## config.mk

```make
export PLATFORM = sky130hd
export DESIGN_NAME = ppu_pipelined_control_unit_flat
export DESIGN_NICKNAME = d
export VERILOG_FILES = /design/src/rtl/ppu_pipelined_control_unit_if.sv /design/src/rtl/ppu_pipelined_control_unit.sv /design/src/flat_wrapper.sv
export SDC_FILE = /design/constraint.sdc
export NUM_CORES = 1
export LEC_CHECK = 0
export BUFFER_PORTS_ARGS = -buffer_cell sky130_fd_sc_hd__buf_2
export CORE_MARGIN = 2
export CORE_UTILIZATION = 45
export CTS_BUF_LIST = sky130_fd_sc_hd__clkbuf_8
export CTS_CLUSTER_SIZE = 25
export DETAILED_ROUTE_END_ITERATION = 16
export PLACE_DENSITY = 0.82
export SYNTH_ARGS = -nofsm -noshare
export SYNTH_HDL_FRONTEND = slang
export SYNTH_SLANG_ARGS = --single-unit
```

## constraint.sdc

```tcl
create_clock -name clk -period 2.95 [get_ports clk]
set_input_delay 0.59 -clock clk [delete_from_list [all_inputs] [get_ports clk]]
set_output_delay 0.59 -clock clk [all_outputs]
set_load 0.05 [all_outputs]
```

## src/rtl/ppu_pipelined_control_unit_if.sv

```systemverilog
// ----------------------------------------------------------------------------
// ppu_pipelined_control_unit_if
// Bundles the ID-stage inputs and the ID/EX outputs of the PPU control unit.
//   master : drives instruction/stall/flush, observes the ex_* outputs and busy
//   slave  : the control unit itself
// Signals:
//   instruction[31:0] ID-stage instruction word
//   stall             hold the ID/EX register
//   flush             load a bubble into ID/EX
//   ex_ctrl[17:0]     registered control word
//   ex_rs/ex_rt[4:0]  registered source register fields
//   ex_dest[4:0]      registered destination register
//   ex_valid          ex_ctrl holds a real instruction
//   ex_illegal        registered unknown-opcode flag
//   busy              multicycle MULT/DIV sequence in progress
// ----------------------------------------------------------------------------
interface ppu_pipelined_control_unit_if;
  logic [31:0] instruction;
  logic        stall;
  logic        flush;
  logic [17:0] ex_ctrl;
  logic [4:0]  ex_rs;
  logic [4:0]  ex_rt;
  logic [4:0]  ex_dest;
  logic        ex_valid;
  logic        ex_illegal;
  logic        busy;

  modport master (
    output instruction, stall, flush,
    input  ex_ctrl, ex_rs, ex_rt, ex_dest, ex_valid, ex_illegal, busy
  );

  modport slave (
    input  instruction, stall, flush,
    output ex_ctrl, ex_rs, ex_rt, ex_dest, ex_valid, ex_illegal, busy
  );
endinterface

```

## src/rtl/ppu_pipelined_control_unit.sv

```systemverilog
// ----------------------------------------------------------------------------
// ppu_pipelined_control_unit
// Decodes the ID-stage instruction into the 18-bit control word and registers
// it into the ID/EX control register, with stall and flush handling. An
// optional sequencer holds the front end while MULT/MULTU/DIV/DIVU run.
//
// Optional feature macro: PPU_MULDIV_EN
//   defined   : MULT/DIV sequencer (RUN -> BUSY -> WB -> RUN) present
//   undefined : no sequencer, busy tied low, MULT(U)/DIV(U) decode as illegal
//
// Parameters:
//   MUL_CYCLES  BUSY cycles for MULT/MULTU (>= 1)
//   DIV_CYCLES  BUSY cycles for DIV/DIVU   (>= 1)
// Ports:
//   clk    clock, all state updates on the rising edge
//   reset  synchronous, active-low reset
//   bus    ppu_pipelined_control_unit_if.slave (instruction, stall, flush,
//          ex_ctrl, ex_rs, ex_rt, ex_dest, ex_valid, ex_illegal, busy)
//
// ex_ctrl layout: {SourceOperand[2:0], ALU_OP[3:0], B_Instr, Load_Instr,
//   RF_Enable, TA_Instr, MEM_Size[1:0], MEM_RW, MEM_SE, MEM_Enable,
//   Enable_HI, Enable_LO}
// ----------------------------------------------------------------------------
module ppu_pipelined_control_unit #(
  parameter int MUL_CYCLES = 4,
  parameter int DIV_CYCLES = 8
) (
  input  logic                         clk,
  input  logic                         reset,
  ppu_pipelined_control_unit_if.slave  bus
);

  if (MUL_CYCLES < 1 || DIV_CYCLES < 1) begin : g_bad_cycles
    $error("MUL_CYCLES and DIV_CYCLES must be at least 1");
  end

  // Operand / ALU / size encodings
  localparam logic [2:0] SRC_RT    = 3'b000;
  localparam logic [2:0] SRC_SEXT  = 3'b001;
  localparam logic [2:0] SRC_ZEXT  = 3'b010;
  localparam logic [2:0] SRC_LUI   = 3'b011;

  localparam logic [3:0] ALU_ADD   = 4'b0000;
  localparam logic [3:0] ALU_SUB   = 4'b0001;
  localparam logic [3:0] ALU_AND   = 4'b0010;
  localparam logic [3:0] ALU_OR    = 4'b0011;
  localparam logic [3:0] ALU_XOR   = 4'b0100;
  localparam logic [3:0] ALU_NOR   = 4'b0101;
  localparam logic [3:0] ALU_SLT   = 4'b0110;
  localparam logic [3:0] ALU_SLTU  = 4'b0111;
  localparam logic [3:0] ALU_PASSB = 4'b1000;

  localparam logic [1:0] SZ_WORD   = 2'b00;
  localparam logic [1:0] SZ_HALF   = 2'b01;
  localparam logic [1:0] SZ_BYTE   = 2'b10;

  // Opcodes
  localparam logic [5:0] OP_SPECIAL = 6'h00;
  localparam logic [5:0] OP_REGIMM  = 6'h01;
  localparam logic [5:0] OP_J       = 6'h02;
  localparam logic [5:0] OP_JAL     = 6'h03;
  localparam logic [5:0] OP_BEQ     = 6'h04;
  localparam logic [5:0] OP_BNE     = 6'h05;
  localparam logic [5:0] OP_ADDIU   = 6'h09;
  localparam logic [5:0] OP_SLTI    = 6'h0A;
  localparam logic [5:0] OP_SLTIU   = 6'h0B;
  localparam logic [5:0] OP_ANDI    = 6'h0C;
  localparam logic [5:0] OP_ORI     = 6'h0D;
  localparam logic [5:0] OP_XORI    = 6'h0E;
  localparam logic [5:0] OP_LUI     = 6'h0F;
  localparam logic [5:0] OP_LB      = 6'h20;
  localparam logic [5:0] OP_LH      = 6'h21;
  localparam logic [5:0] OP_LW      = 6'h23;
  localparam logic [5:0] OP_LBU     = 6'h24;
  localparam logic [5:0] OP_LHU     = 6'h25;
  localparam logic [5:0] OP_SB      = 6'h28;
  localparam logic [5:0] OP_SH      = 6'h29;
  localparam logic [5:0] OP_SW      = 6'h2B;

  // SPECIAL function codes
  localparam logic [5:0] F_JR    = 6'h08;
  localparam logic [5:0] F_MFHI  = 6'h10;
  localparam logic [5:0] F_MFLO  = 6'h12;
  localparam logic [5:0] F_ADDU  = 6'h21;
  localparam logic [5:0] F_SUBU  = 6'h23;
  localparam logic [5:0] F_AND   = 6'h24;
  localparam logic [5:0] F_OR    = 6'h25;
  localparam logic [5:0] F_XOR   = 6'h26;
  localparam logic [5:0] F_NOR   = 6'h27;
  localparam logic [5:0] F_SLT   = 6'h2A;
  localparam logic [5:0] F_SLTU  = 6'h2B;

  // REGIMM rt codes
  localparam logic [4:0] RI_BGEZ   = 5'h01;
  localparam logic [4:0] RI_BGEZAL = 5'h11;

`ifdef PPU_MULDIV_EN
  localparam logic [5:0]  F_MULT    = 6'h18;
  localparam logic [5:0]  F_MULTU   = 6'h19;
  localparam logic [5:0]  F_DIV     = 6'h1A;
  localparam logic [5:0]  F_DIVU    = 6'h1B;
  localparam logic [3:0]  ALU_MUL   = 4'b1001;
  localparam logic [3:0]  ALU_DIV   = 4'b1010;
  localparam logic [17:0] CTRL_HILO = 18'h00003;

  localparam int CNT_MAX = (MUL_CYCLES > DIV_CYCLES) ? MUL_CYCLES : DIV_CYCLES;
  // Keep at least one bit so the 1-cycle configuration still elaborates.
  localparam int CNT_W   = ($clog2(CNT_MAX) < 1) ? 1 : $clog2(CNT_MAX);

  typedef enum logic [1:0] {
    ST_RUN  = 2'd0,
    ST_BUSY = 2'd1,
    ST_WB   = 2'd2
  } state_t;

  state_t             state_q, state_d;
  logic [CNT_W-1:0]   cnt_q, cnt_d;
  logic               dec_muldiv;
  logic               dec_div;
`endif

  // Instruction fields
  logic [5:0] opcode, funct;
  logic [4:0] rs, rt, rd, shamt;

  assign opcode = bus.instruction[31:26];
  assign rs     = bus.instruction[25:21];
  assign rt     = bus.instruction[20:16];
  assign rd     = bus.instruction[15:11];
  assign shamt  = bus.instruction[10:6];
  assign funct  = bus.instruction[5:0];

  // Decoded control fields
  logic [2:0]  d_src;
  logic [3:0]  d_alu;
  logic        d_b, d_ld, d_rf, d_ta;
  logic [1:0]  d_size;
  logic        d_rw, d_se, d_men;
  logic        dec_legal;
  logic [4:0]  dec_dest;
  logic [17:0] dec_ctrl;

  // ID/EX registers
  logic [17:0] ex_ctrl_q, ex_ctrl_d;
  logic [4:0]  ex_rs_q, ex_rs_d;
  logic [4:0]  ex_rt_q, ex_rt_d;
  logic [4:0]  ex_dest_q, ex_dest_d;
  logic        ex_valid_q, ex_valid_d;
  logic        ex_illegal_q, ex_illegal_d;

  // --------------------------------------------------------------------------
  // Instruction decode
  // --------------------------------------------------------------------------
  always_comb begin
    d_src     = SRC_RT;
    d_alu     = ALU_ADD;
    d_b       = 1'b0;
    d_ld      = 1'b0;
    d_rf      = 1'b0;
    d_ta      = 1'b0;
    d_size    = SZ_WORD;
    d_rw      = 1'b0;
    d_se      = 1'b0;
    d_men     = 1'b0;
    dec_legal = 1'b1;
    dec_dest  = rt;
`ifdef PPU_MULDIV_EN
    dec_muldiv = 1'b0;
    dec_div    = 1'b0;
`endif

    case (opcode)
      OP_SPECIAL: begin
        dec_dest = rd;
        if (bus.instruction == 32'h0000_0000) begin
          // NOP: legal, all-zero control word
          dec_legal = 1'b1;
        end else if (shamt != 5'd0) begin
          // No supported SPECIAL op uses the shift amount field
          dec_legal = 1'b0;
        end else begin
          case (funct)
            F_ADDU:  begin d_rf = 1'b1; d_alu = ALU_ADD;   end
            F_SUBU:  begin d_rf = 1'b1; d_alu = ALU_SUB;   end
            F_AND:   begin d_rf = 1'b1; d_alu = ALU_AND;   end
            F_OR:    begin d_rf = 1'b1; d_alu = ALU_OR;    end
            F_XOR:   begin d_rf = 1'b1; d_alu = ALU_XOR;   end
            F_NOR:   begin d_rf = 1'b1; d_alu = ALU_NOR;   end
            F_SLT:   begin d_rf = 1'b1; d_alu = ALU_SLT;   end
            F_SLTU:  begin d_rf = 1'b1; d_alu = ALU_SLTU;  end
            F_MFHI,
            F_MFLO:  begin d_rf = 1'b1; d_alu = ALU_PASSB; end
            // Register-indirect jump: flagged as a jump target instruction
            F_JR:    begin d_ta = 1'b1; end
`ifdef PPU_MULDIV_EN
            F_MULT,
            F_MULTU: begin d_alu = ALU_MUL; dec_muldiv = 1'b1; end
            F_DIV,
            F_DIVU:  begin d_alu = ALU_DIV; dec_muldiv = 1'b1; dec_div = 1'b1; end
`endif
            default: dec_legal = 1'b0;
          endcase
        end
      end
      OP_REGIMM: begin
        case (rt)
          RI_BGEZ:   begin d_b = 1'b1; d_alu = ALU_SLT; end
          RI_BGEZAL: begin d_b = 1'b1; d_alu = ALU_SLT; d_rf = 1'b1; dec_dest = 5'd31; end
          default:   dec_legal = 1'b0;
        endcase
      end
      OP_J:     begin d_ta = 1'b1; end
      OP_JAL:   begin d_ta = 1'b1; d_rf = 1'b1; dec_dest = 5'd31; end
      OP_BEQ,
      OP_BNE:   begin d_b = 1'b1; d_alu = ALU_SUB; end
      OP_ADDIU: begin d_src = SRC_SEXT; d_alu = ALU_ADD;   d_rf = 1'b1; end
      OP_SLTI:  begin d_src = SRC_SEXT; d_alu = ALU_SLT;   d_rf = 1'b1; end
      OP_SLTIU: begin d_src = SRC_SEXT; d_alu = ALU_SLTU;  d_rf = 1'b1; end
      OP_ANDI:  begin d_src = SRC_ZEXT; d_alu = ALU_AND;   d_rf = 1'b1; end
      OP_ORI:   begin d_src = SRC_ZEXT; d_alu = ALU_OR;    d_rf = 1'b1; end
      OP_XORI:  begin d_src = SRC_ZEXT; d_alu = ALU_XOR;   d_rf = 1'b1; end
      OP_LUI:   begin d_src = SRC_LUI;  d_alu = ALU_PASSB; d_rf = 1'b1; end
      OP_LB, OP_LH, OP_LW, OP_LBU, OP_LHU: begin
        d_src = SRC_SEXT;
        d_ld  = 1'b1;
        d_rf  = 1'b1;
        d_men = 1'b1;
        d_se  = (opcode == OP_LB) || (opcode == OP_LH);
        if (opcode == OP_LB || opcode == OP_LBU)      d_size = SZ_BYTE;
        else if (opcode == OP_LH || opcode == OP_LHU) d_size = SZ_HALF;
        else                                          d_size = SZ_WORD;
      end
      OP_SB, OP_SH, OP_SW: begin
        d_src = SRC_SEXT;
        d_rw  = 1'b1;
        d_men = 1'b1;
        if (opcode == OP_SB)      d_size = SZ_BYTE;
        else if (opcode == OP_SH) d_size = SZ_HALF;
        else                      d_size = SZ_WORD;
      end
      default: dec_legal = 1'b0;
    endcase
  end

  // HI/LO enables are only ever raised by the sequencer's WB step
  assign dec_ctrl = {d_src, d_alu, d_b, d_ld, d_rf, d_ta, d_size, d_rw, d_se, d_men, 2'b00};

  // --------------------------------------------------------------------------
  // Next-state logic. Defaults hold every register, which is the stall case.
  // --------------------------------------------------------------------------
  always_comb begin
    ex_ctrl_d    = ex_ctrl_q;
    ex_rs_d      = ex_rs_q;
    ex_rt_d      = ex_rt_q;
    ex_dest_d    = ex_dest_q;
    ex_valid_d   = ex_valid_q;
    ex_illegal_d = ex_illegal_q;
`ifdef PPU_MULDIV_EN
    state_d      = state_q;
    cnt_d        = cnt_q;

    case (state_q)
      ST_RUN: begin
        if (bus.flush) begin
          ex_ctrl_d    = '0;
          ex_rs_d      = '0;
          ex_rt_d      = '0;
          ex_dest_d    = '0;
          ex_valid_d   = 1'b0;
          ex_illegal_d = 1'b0;
        end else if (!bus.stall) begin
          ex_ctrl_d    = dec_legal ? dec_ctrl : '0;
          ex_rs_d      = rs;
          ex_rt_d      = rt;
          ex_dest_d    = dec_dest;
          ex_valid_d   = dec_legal;
          ex_illegal_d = !dec_legal;
          if (dec_legal && dec_muldiv) begin
            state_d = ST_BUSY;
            cnt_d   = dec_div ? CNT_W'(DIV_CYCLES - 1) : CNT_W'(MUL_CYCLES - 1);
          end
        end
      end
      // Flush is ignored here: the unit is the only owner of ID/EX until WB.
      ST_BUSY: begin
        if (!bus.stall) begin
          ex_ctrl_d    = '0;
          ex_rs_d      = '0;
          ex_rt_d      = '0;
          ex_dest_d    = '0;
          ex_valid_d   = 1'b0;
          ex_illegal_d = 1'b0;
          // The edge seen with counter==0 is the last bubble; WB follows.
          if (cnt_q == '0) state_d = ST_WB;
          else             cnt_d   = cnt_q - CNT_W'(1);
        end
      end
      // WB edge writes HI/LO; busy drops afterwards so the held instruction
      // is decoded on the following edge.
      ST_WB: begin
        if (!bus.stall) begin
          ex_ctrl_d    = CTRL_HILO;
          ex_rs_d      = '0;
          ex_rt_d      = '0;
          ex_dest_d    = '0;
          ex_valid_d   = 1'b1;
          ex_illegal_d = 1'b0;
          state_d      = ST_RUN;
        end
      end
      default: begin
        state_d = ST_RUN;
        cnt_d   = '0;
      end
    endcase
`else
    if (bus.flush) begin
      ex_ctrl_d    = '0;
      ex_rs_d      = '0;
      ex_rt_d      = '0;
      ex_dest_d    = '0;
      ex_valid_d   = 1'b0;
      ex_illegal_d = 1'b0;
    end else if (!bus.stall) begin
      ex_ctrl_d    = dec_legal ? dec_ctrl : '0;
      ex_rs_d      = rs;
      ex_rt_d      = rt;
      ex_dest_d    = dec_dest;
      ex_valid_d   = dec_legal;
      ex_illegal_d = !dec_legal;
    end
`endif
  end

  // --------------------------------------------------------------------------
  // State registers
  // --------------------------------------------------------------------------
  always_ff @(posedge clk) begin
    if (!reset) begin
      ex_ctrl_q    <= '0;
      ex_rs_q      <= '0;
      ex_rt_q      <= '0;
      ex_dest_q    <= '0;
      ex_valid_q   <= 1'b0;
      ex_illegal_q <= 1'b0;
`ifdef PPU_MULDIV_EN
      state_q      <= ST_RUN;
      cnt_q        <= '0;
`endif
    end else begin
      ex_ctrl_q    <= ex_ctrl_d;
      ex_rs_q      <= ex_rs_d;
      ex_rt_q      <= ex_rt_d;
      ex_dest_q    <= ex_dest_d;
      ex_valid_q   <= ex_valid_d;
      ex_illegal_q <= ex_illegal_d;
`ifdef PPU_MULDIV_EN
      state_q      <= state_d;
      cnt_q        <= cnt_d;
`endif
    end
  end

  assign bus.ex_ctrl    = ex_ctrl_q;
  assign bus.ex_rs      = ex_rs_q;
  assign bus.ex_rt      = ex_rt_q;
  assign bus.ex_dest    = ex_dest_q;
  assign bus.ex_valid   = ex_valid_q;
  assign bus.ex_illegal = ex_illegal_q;
`ifdef PPU_MULDIV_EN
  assign bus.busy       = (state_q != ST_RUN);
`else
  assign bus.busy       = 1'b0;
`endif

endmodule

```

## src/flat_wrapper.sv

```systemverilog
// flat-port wrapper written by rule: the top's interface ports become plain ports
module ppu_pipelined_control_unit_flat 
#(
  parameter int MUL_CYCLES = 4,
  parameter int DIV_CYCLES = 8
)
  (clk, reset, bus_instruction, bus_stall, bus_flush, bus_ex_ctrl, bus_ex_rs, bus_ex_rt, bus_ex_dest, bus_ex_valid, bus_ex_illegal, bus_busy);
  ppu_pipelined_control_unit_if bus_i ();
  input  logic clk;
  input  logic reset;
  input wire logic [$bits(bus_i.instruction)-1:0] bus_instruction;
  input wire logic [$bits(bus_i.stall)-1:0] bus_stall;
  input wire logic [$bits(bus_i.flush)-1:0] bus_flush;
  output wire logic [$bits(bus_i.ex_ctrl)-1:0] bus_ex_ctrl;
  output wire logic [$bits(bus_i.ex_rs)-1:0] bus_ex_rs;
  output wire logic [$bits(bus_i.ex_rt)-1:0] bus_ex_rt;
  output wire logic [$bits(bus_i.ex_dest)-1:0] bus_ex_dest;
  output wire logic [$bits(bus_i.ex_valid)-1:0] bus_ex_valid;
  output wire logic [$bits(bus_i.ex_illegal)-1:0] bus_ex_illegal;
  output wire logic [$bits(bus_i.busy)-1:0] bus_busy;
  assign bus_i.instruction = bus_instruction;
  assign bus_i.stall = bus_stall;
  assign bus_i.flush = bus_flush;
  assign bus_ex_ctrl = bus_i.ex_ctrl;
  assign bus_ex_rs = bus_i.ex_rs;
  assign bus_ex_rt = bus_i.ex_rt;
  assign bus_ex_dest = bus_i.ex_dest;
  assign bus_ex_valid = bus_i.ex_valid;
  assign bus_ex_illegal = bus_i.ex_illegal;
  assign bus_busy = bus_i.busy;
  ppu_pipelined_control_unit #(.MUL_CYCLES(MUL_CYCLES), .DIV_CYCLES(DIV_CYCLES)) u_core (.clk(clk), .reset(reset), .bus(bus_i));
endmodule
```

==> run_results.csv, run 1 <==
group,metric,value,unit
outcome,status,"finished, final reports clean",
routing,post_drt_wl_per_cell,14.14,um
global_routing,grt_max_degree,25,
synth,synthAdderAreaFrac,0.005491,
synth,avgSynthCellArea,7.996,sq um
routing,wl,4.766,mm
die,die_w,67.65,um
cts,clk_pin_slew_worst_paths,0.06,ns
die,die_h,67.65,um
layout,nets,322,
layout,design_area,2256,sq um
layout,final_cell_mix,"67 x buf_2, 32 x dfxtp_1, 24 x nor2_1",
synth,synth_area_leaders,"dfxtp_1 35%, mux2i_1 6.6%, a21oi_1 6.3%",
timing,holdWs,0.4607,ns
layout,fill_cells,358,
synth,synth_top_family_by_area,"simple AND/OR/NAND/NOR gates",
die,start_util,0.4624,
die,ioPinCount,72,
power_and_ir_drop,p_int,0.0007551,W
synth,synthArstFlopShare,0,
place,hpwl,3.511,mm
global_routing,antenna_found_initial,0,
timing,drv_slew,0,
cts,root_buffer,"clkbuf_8",
synth,synth_top_cell_area_share,0.3514,
place,place_area,2145,sq um
routing,post-route-drc-count,0,
power_and_ir_drop,sw_frac_of_total,0.2929,
layout,final_cells,337,
synth,seq_area_frac_synth,0.3514,
global_routing,grt_overflow,0,
routing,via_per_inst,5.647,
power_and_ir_drop,ir_drop,0.3101,mV
cts,h-tree-depth,2,
cts,cts_sinks,32,
worst_setup_path,cp-startpoint,"bus_instruction[31]",
timing,worstMarginPinSlew,0.8628,ns
min_path,min_path_type,"reg2reg",
routing,drt_pass1_iterations,4,
place,place_inst,329,
worst_setup_path,worstSetupStartpointType,"primary input",
power_and_ir_drop,p_leak,0.9871,nW
power_and_ir_drop,seqPwrFrac,0.419,
routing,vias,1903,
flow_run,maxCapViolCount,0,
synth,synth_compound_area_frac,0.2340,
global_routing,grtUsageTotal,0.2146,
timing,relSlewSlack,0.4248,
synth,netlist_instances,228,
cts,cts.path.max_buffers,2,
power_and_ir_drop,p_switching,0.0003128,W
routing,drtIter0Drc,112,
die,core,3943,sq um
timing,min_period,2.151,ns
routing,final_antenna_net_count,0,
synth,ys_ff_latch,32,
worst_setup_path,reg2reg_from,"u_core.bus.ex_ctrl[2]$_SDFFE_PP0N_",
cts,cts_buffers,5,
synth,synthMuxAreaShare,0.06589,
worst_setup_path,critPathMaxFanout,13,
timing,period_share,0.7290,
layout,area_growth,23.75,%
place,io_buffers,67,
power_and_ir_drop,comb_power_share,0.191,
synth,synthesis.area,1823,sq um
layout,drive_gt1_frac,0.2857,
synth,synth-edff-count,0,
timing,rsz0062_at_grt,"no",
worst_setup_path,crit_path_end_kind,"flip-flop",
global_routing,grt_pass1_vias,1624,
cts,cts_hold_buf,0,
place,place_congestion,0.9018,
worst_setup_path,crit_type,"in2reg",
cts,cts_resized,0,
timing,skew,0,ns
layout,layout_commonest_cell,"buf_2",
worst_setup_path,crit_arrival,2.33,ns
die,fp.dieArea,4577,sq um
synth,ys_types,45,
power_and_ir_drop,pwr_density_cell,473.4,nW/um^2
cts,clock_latency,0.28,ns
layout,insertedDiodeCount,0,
global_routing,grt_pass1_wl,7.438,mm
synth,synth_ff_type,"dfxtp_1",
cts,cts_tree,"done",
synth,synth-simple-area-share,0.2828,
timing,setup_violations,0,
power_and_ir_drop,p_clk_frac,0.390,
timing,max_freq,465.0,MHz
synth,ys.warnings.count,0,
worst_setup_path,cp.required,3.13,ns
timing,tns,0,ns
cts,cts_setup_buffers,0,
synth,yosys.area.top_type,"dfxtp_1",
synth,synth_xor_area_frac,0,
min_path,worstHoldStart,"u_core.bus.ex_dest[0]$_SDFFE_PP0N_",
timing,hold_violations,0,
die,num_rows,23,
-- worst paths after layout --
check	endpoint	slack, ns	depth (start not counted)
worst min-delay path	u_core.bus.ex_dest[0]$_SDFFE_PP0N_	0.46	2
worst max register to register	u_core.bus.ex_ctrl[2]$_SDFFE_PP0N_	2.14	2
worst max-delay path	u_core.bus.ex_illegal$_SDFFE_PP0N_	0.80	6
worst min register to register	u_core.bus.ex_dest[0]$_SDFFE_PP0N_	0.46	2
-- through the flow --
stage | setup WS, ns | util | total power, W
2_1_floorplan | 1.042 | - | 0.0006009
3_3_place_gp | 0.5720 | 0.5440 | 0.0006557
3_5_place_dp | 0.5189 | 0.5440 | 0.0006585
4_1_cts | 0.8177 | 0.5722 | 0.001071
5_1_grt | 0.6569 | 0.5722 | 0.001112
6_report | 0.7993 | 0.5722 | 0.001068
-- area by class of cell --
| type | count | area (sq um) | share of cell area |
|---|---|---|---|
| sequential | 32 | 640.6 | 0.2840 |
| tap | 50 | 62.56 | 0.02773 |
| clock buffer | 5 | 68.82 | 0.03050 |
| multi-input combinational | 176 | 1087 | 0.4820 |
| inverter | 3 | 11.26 | 0.004992 |
| timing repair buffer | 68 | 342.8 | 0.1520 |
| clock inverter | 3 | 42.54 | 0.01886 |
-- state kept, by name (all words and copies together) (netlist names) --
name	flops
u_core.bus.ex_ctrl	15
u_core.bus.ex_valid	1
u_core.bus.ex_rt	5
u_core.bus.ex_rs	5
u_core.bus.ex_illegal	1
u_core.bus.ex_dest	5
-- worst max-delay path, stage by stage --
cell and delay (ns):
buf_2 0.17, nor4_4 0.65, nand3_1 0.25, nor4_1 0.33, nor4_1 0.13, a32o_1 0.21
-- kinds of logic after synthesis --
group	after synthesis
flops	32
fa+ha+maj	1
mux	12
compound gates	65
buf+inv	23
other cells	1
simple gates	94
-- cells in the mapped netlist (2+ instances only) --
cell type and count:
a211oi_1 5, a21oi_1 23, a22o_1 2, a2bb2oi_1 2, a31oi_1 5, a32o_1 5, and2_1 2, buf_1 2
buf_2 4, buf_4 4, clkbuf_1 10, dfxtp_1 32, inv_1 2, mux2i_1 12, nand2_1 19, nand2b_1 6
nand3_1 8, nand4_1 4, nor2_1 24, nor2b_1 9, nor3_1 4, nor4_1 6, nor4_4 2, o21ai_0 11
o221ai_1 2, o22ai_1 2, or2_2 2, or3_1 2
-- layer usage --
| layer | global-route usage | share of wire | up-vias |
|---|---|---|---|
| met5 | 0 | 0 | - |
| met4 | 0.07653 | 0.019 | 0 |
| met3 | 0.06500 | 0.070 | 10 |
| met2 | 0.3358 | 0.48 | 86 |
| met1 | 0.2781 | 0.43 | 858 |
| li1 | - | - | 949 |
-- power groups by stage --
stage	clock network, W	registers, W	logic, W
floorplan	0	0.000493	0.000107
global placement	0	0.000457	0.000199
detailed placement	0	0.000457	0.000202
CTS	0.000421	0.000447	0.000203
global route	0.000443	0.000448	0.000221
finish	0.000417	0.000447	0.000204
Power figures use the tool's default switching activity.
==> inputs of run 2 (changes only) <==
ABC_AREA = 1   (was unset)
PLACE_DENSITY = 0.84   (was 0.82)
clock period = 1.75 ns   (was 2.95 ns; I/O delays follow)
==> run_results.csv, run 2 <==
group,metric,value,unit
outcome,status,"finished, final reports clean",
die,core,4029,sq um
synth,yosys.area.top_type,"dfxtp_1",
synth,ys_ff_latch,32,
worst_setup_path,r2r_setup_slack,1.01,ns
synth,synth_common_cells,"93 x nand2_1, 44 x nor2_1, 35 x a21oi_1, 32 x dfxtp_1, 27 x nand3_1",
layout,final_cell_mix,"93 x nand2_1, 67 x buf_2, 44 x nor2_1",
routing,drt_pass1_iterations,4,
cts,h-tree-depth,2,
synth,synth_ff_type,"dfxtp_1",
global_routing,grt_pass1_vias,1894,
synth,synth_xor_area_frac,0,
die,start_util,0.4696,
place,io_buffers,67,
power_and_ir_drop,p_int,0.001251,W
cts,cts_hold_buf,0,
cts,cts_resized,0,
global_routing,grt_max_degree,33,
global_routing,grt_overflow,0,
synth,avgSynthCellArea,6.142,sq um
timing,skew,0,ns
timing,drv_slew,0,
worst_setup_path,cp.required,1.92,ns
place,hpwl,3.938,mm
synth,synthesis.area,1892,sq um
synth,ys.warnings.count,0,
worst_setup_path,crit_type,"in2reg",
layout,area_growth,25.46,%
layout,design_area,2374,sq um
global_routing,antenna_found_initial,0,
synth,netlist_instances,308,
synth,synth_area_leaders,"dfxtp_1 34%, nand2_1 18%, a21oi_1 9.3%",
worst_setup_path,worstSetupStartpointType,"primary input",
routing,vias,2184,
die,die_h,68.84,um
layout,final_cells,427,
die,ioPinCount,72,
synth,synth_compound_area_frac,0.1581,
synth,seq_area_frac_synth,0.3386,
synth,synthMuxAreaShare,0,
power_and_ir_drop,seqPwrFrac,0.426,
power_and_ir_drop,p_leak,1.224,nW
power_and_ir_drop,p_clk_frac,0.391,
synth,synthAdderAreaFrac,0,
timing,hold_violations,0,
worst_setup_path,critPathMaxFanout,5,
die,fp.dieArea,4739,sq um
routing,via_per_inst,5.115,
die,num_rows,23,
synth,ys_types,27,
cts,cts_buffers,5,
min_path,min_path_type,"in2reg",
layout,nets,412,
flow_run,maxCapViolCount,0,
synth,synth-edff-count,0,
power_and_ir_drop,finalPower,0.001767,W
die,die_w,68.84,um
timing,rsz0062_at_grt,"no",
power_and_ir_drop,pwr_density_cell,744.4,nW/um^2
cts,cts_setup_buffers,0,
timing,min_period,1.289,ns
routing,drtIter0Drc,160,
layout,largest_reg_flops,15,
cts,clk_pin_slew_worst_paths,0.07,ns
worst_setup_path,crit_arrival,1.46,ns
timing,max_freq,775.9,MHz
timing,tns,0,ns
routing,final_antenna_net_count,0,
global_routing,grt_pass1_wl,8.252,mm
timing,setup_violations,0,
place,place_inst,419,
worst_setup_path,crit_path_end_kind,"flip-flop",
cts,cts_sinks,32,
cts,clock_latency,0.28,ns
layout,drive_gt1_frac,0.2573,
routing,wl,5.106,mm
synth,synth-simple-area-share,0.4074,
timing,period_share,0.7364,
cts,cts.path.max_buffers,2,
synth,synth_top_cell_area_share,0.3386,
routing,post_drt_wl_per_cell,11.96,um
cts,cts_tree,"done",
synth,synth_most_common_cell,"nand2_1",
power_and_ir_drop,comb_power_share,0.183,
layout,insertedDiodeCount,0,
layout,layout_commonest_cell,"nand2_1",
power_and_ir_drop,sw_frac_of_total,0.2919,
power_and_ir_drop,ir_drop,0.4675,mV
cts,root_buffer,"clkbuf_8",
synth,synthArstFlopShare,0,
place,place_congestion,0.9039,
routing,post-route-drc-count,0,
global_routing,grtUsageTotal,0.2284,
power_and_ir_drop,p_switching,0.0005157,W
place,place_area,2266,sq um
synth,synth_top_family_by_area,"simple AND/OR/NAND/NOR gates",
## run 2: power groups by stage
stage               Sequential [W]  Combinational, W  Clock [W]
floorplan                 0.000827          0.000158          0
global placement          0.000769          0.000316          0
detailed placement        0.000769          0.000321          0
CTS                       0.000753          0.000322   0.000699
global route              0.000755          0.000356   0.000734
finish                    0.000753          0.000324   0.000690
## run 2: through the flow
step / setup WS, ns / hold WS, ns / util
after floorplan: 0.4684 / 0.4947 / -
after global placement: 0.2247 / 0.4452 / 0.5624
after detailed placement: 0.1821 / 0.4485 / 0.5624
after CTS: 0.4778 / 0.3186 / 0.5891
after global routing: 0.3027 / 0.3200 / 0.5891
final: 0.4613 / 0.3243 / 0.5891
## run 2: worst paths after layout
kind	endpoint	startpoint	cells past startpoint
worst min register to register	u_core.bus.ex_ctrl[9]$_SDFFE_PP0N_	u_core.bus.ex_ctrl[9]$_SDFFE_PP0N_	2
worst max register to register	u_core.bus.ex_dest[1]$_SDFFE_PP0N_	u_core.bus.ex_dest[1]$_SDFFE_PP0N_	4
worst max-delay path	u_core.bus.ex_dest[3]$_SDFFE_PP0N_	bus_instruction[29]	9
worst min-delay path	u_core.bus.ex_rs[1]$_SDFFE_PP0N_	bus_instruction[22]	3
## run 2: layout make-up
type / count / area (sq um)
clock buffers: 5 / 68.82
flip-flops and latches: 32 / 640.6
well taps: 50 / 62.56
inverters: 30 / 112.6
clock inverters: 3 / 38.79
fillers: 395 / 1655
multi-input cells: 236 / 1085
repair buffers: 71 / 365.4
## run 2: cell families (layout without fill, tap and decap cells)
group,after synthesis,after routing
AO/OA/AOI/OAI,54,54
buffers and inverters,43,109
flip-flops,32,32
other,1,4
AND/OR/NAND/NOR,178,178
## run 2: critical path, cell delays in order
cell and delay (ns):
buf_2 0.14, nor2_4 0.19, inv_1 0.09, nor2_1 0.15, nand2_1 0.15, nand2_1 0.13, inv_2 0.05, a21oi_1 0.13
a21oi_1 0.08
## run 2: routing by layer
| metal | routed length, um | share of wire | track usage |
|---|---|---|---|
| met3 | 381 | 0.075 | 0.05844 |
| met2 | 2462 | 0.48 | 0.3810 |
| met1 | 2197 | 0.43 | 0.2962 |
| met5 | 0 | 0 | 0 |
| met4 | 65 | 0.013 | 0.05147 |
==> inputs of run 3 (changes only) <==
ABC_AREA = 0   (was 1)
PLACE_DENSITY = 0.82   (was 0.84)
clock period = 1.34 ns   (was 1.75 ns; I/O delays follow)
==> run_results.csv, run 3 (synthesis results as in run 1) <==
group,metric,value,unit
worst_setup_path,cp_cell_sequence,"buf_2 > nor4_4 > buf_4 > buf_4 > nand4_1 > o22ai_1 > a32o_1",
global_routing,grt_pass1_vias,1884,
worst_setup_path,critPathSlowestCell,"nor4_4",
cts,cts_tree,"done",
timing,min_period,1.390,ns
worst_setup_path,reg2reg_from,"u_core.bus.ex_ctrl[2]$_SDFFE_PP0N_",
global_routing,grt_max_degree,21,
routing,final_antenna_net_count,0,
layout,largest_reg_flops,15,
die,num_rows,23,
layout,multi_input_comb_area,1152,sq um
die,die_h,67.65,um
cts,cts.path.max_buffers,2,
cts,clk_pin_slew_worst_paths,0.07,ns
flow_run,maxCapViolCount,0,
power_and_ir_drop,p_leak,1.274,nW
timing,setup_violations,5,
global_routing,grtUsageTotal,0.2528,
layout,final_cell_mix,"64 x buf_2, 54 x buf_4, 32 x dfxtp_1",
cts,cts_sinks,32,
power_and_ir_drop,pwr_density_cell,854.1,nW/um^2
timing,period_share,1.037,
routing,post_drt_wl_per_cell,14.40,um
routing,drtIter0Drc,147,
min_path,min_path_type,"in2reg",
die,ioPinCount,72,
layout,insertedDiodeCount,0,
timing,setup_ws,-0.04984,ns
cts,h-tree-depth,2,
timing,drv_slew,0,
die,die_w,67.65,um
min_path,worstHoldStart,"bus_instruction[24]",
worst_setup_path,crit_path_end_kind,"flip-flop",
layout,nets,377,
die,fp.dieArea,4577,sq um
power_and_ir_drop,comb_power_share,0.254,
routing,post-route-drc-count,0,
place,io_buffers,67,
power_and_ir_drop,ir_drop,0.7217,mV
worst_setup_path,worstSetupStartpointType,"primary input",
timing,max_freq,719.5,MHz
cts,cts_buffers,5,
layout,fill_cells,310,
layout,area_growth,50.93,%
power_and_ir_drop,sw_frac_of_total,0.3065,
worst_setup_path,crit_top_cell,"buf_4",
worst_setup_path,crit_type,"in2reg",
layout,regArea,640.6,sq um
worst_setup_path,cp-startpoint,"bus_instruction[31]",
global_routing,grt_overflow,0,
routing,drt_pass1_iterations,4,
outcome,status,"complete, but fails checks",
worst_setup_path,slowest_delay,0.34,ns
layout,layout_commonest_cell,"buf_2",
power_and_ir_drop,p_int,0.001630,W
die,start_util,0.4624,
power_and_ir_drop,p_clk_frac,0.327,
routing,vias,2182,
worst_setup_path,cp.required,1.57,ns
timing,tns,-0.1123,ns
die,core,3943,sq um
cts,root_buffer,"clkbuf_8",
timing,skew,0,ns
power_and_ir_drop,seqPwrFrac,0.419,
global_routing,grt_pass1_wl,8.707,mm
layout,final_util,0.6979,
layout,drive_gt1_frac,0.4240,
place,place_congestion,0.8834,
place,hpwl,4.249,mm
power_and_ir_drop,p_switching,0.0007202,W
routing,via_per_inst,5.566,
routing,wl,5.646,mm
global_routing,antenna_found_initial,0,
worst_setup_path,critPathMaxFanout,3,
worst_setup_path,crit_arrival,1.62,ns
timing,hold_violations,0,
outcome,violations,"negative setup slack",
cts,clock_latency,0.28,ns
timing,rsz0062_at_grt,"yes",
==> run 3: changes by cell type in the layout (fill, tap and decap cells not counted), sizes merged, moves of 6 or more <==
cell,previous run,this run
a21oi,36,23
buf,71,123
inv,31,3
mux2i,0,12
nand2,93,19
nand2b,0,6
nand3,29,8
nor2,51,24
nor2b,0,9
nor4,0,9
==> run 3: worst paths after layout <==
kind,end,slack [ns],cells after the start
worst max-delay path,u_core.bus.ex_ctrl[13]$_SDFFE_PP0N_,-0.05,7
worst max register to register,u_core.bus.ex_ctrl[2]$_SDFFE_PP0N_,0.54,2
worst min register to register,u_core.bus.ex_ctrl[4]$_SDFFE_PP0N_,0.47,2
worst min-delay path,u_core.bus.ex_rs[3]$_SDFFE_PP0N_,0.23,3
==> run 3: cell type report <==
type	count	area share
Timing Repair Buffer	123	0.2874
Clock buffer	6	0.03001
Multi-Input combinational cell	176	0.4188
Sequential cell	32	0.2328
Tap cell	50	0.02274
Clock inverter	2	0.004093
Inverter	3	0.004093
==> run 3: stage by stage <==
stage	hold slack, ns	total power, W	instance area, sq um	worst slack (ns)	cells
2_1_floorplan	0.4119	0.001333	1893	-0.1206	231
3_3_place_gp	0.4446	0.001568	2590	-0.3091	380
3_5_place_dp	0.4547	0.001578	2590	-0.3493	380
4_1_cts	0.2287	0.002353	2729	-0.009751	390
5_1_grt	0.2488	0.002463	2751	-0.09193	392
6_report	0.2315	0.002350	2751	-0.04984	392
==> run 3: timing repair <==
action,in CTS,in global routing
buffers inserted,2,2
endpoints found under the setup margin,3,10
pin swaps,4,1
gates resized for setup,6,3
hold buffers,0,0
==> run 3: critical path, delay by kind of cell <==
kind / cells / cell delay [ns]
compound gates: 2 / 0.43
simple gates: 2 / 0.52
buf+inv: 3 / 0.40
==> run 3: power by group through the flow <==
stage	registers, W	logic (W)	clock network [W]
finish	0.000986	0.000596	0.000769
global route	0.000987	0.000638	0.000838
floorplan	0.00109	0.000247	0
global placement	0.00101	0.000562	0
detailed placement	0.00101	0.000572	0
CTS	0.000985	0.000585	0.000783
==> run 3: per-layer routing <==
layer	track usage	vias up	part of all wire
li1	-	1062	-
met1	0.3198	1021	0.41
met2	0.4228	87	0.50
met3	0.06000	12	0.069
met4	0.07653	0	0.013
met5	0	-	0
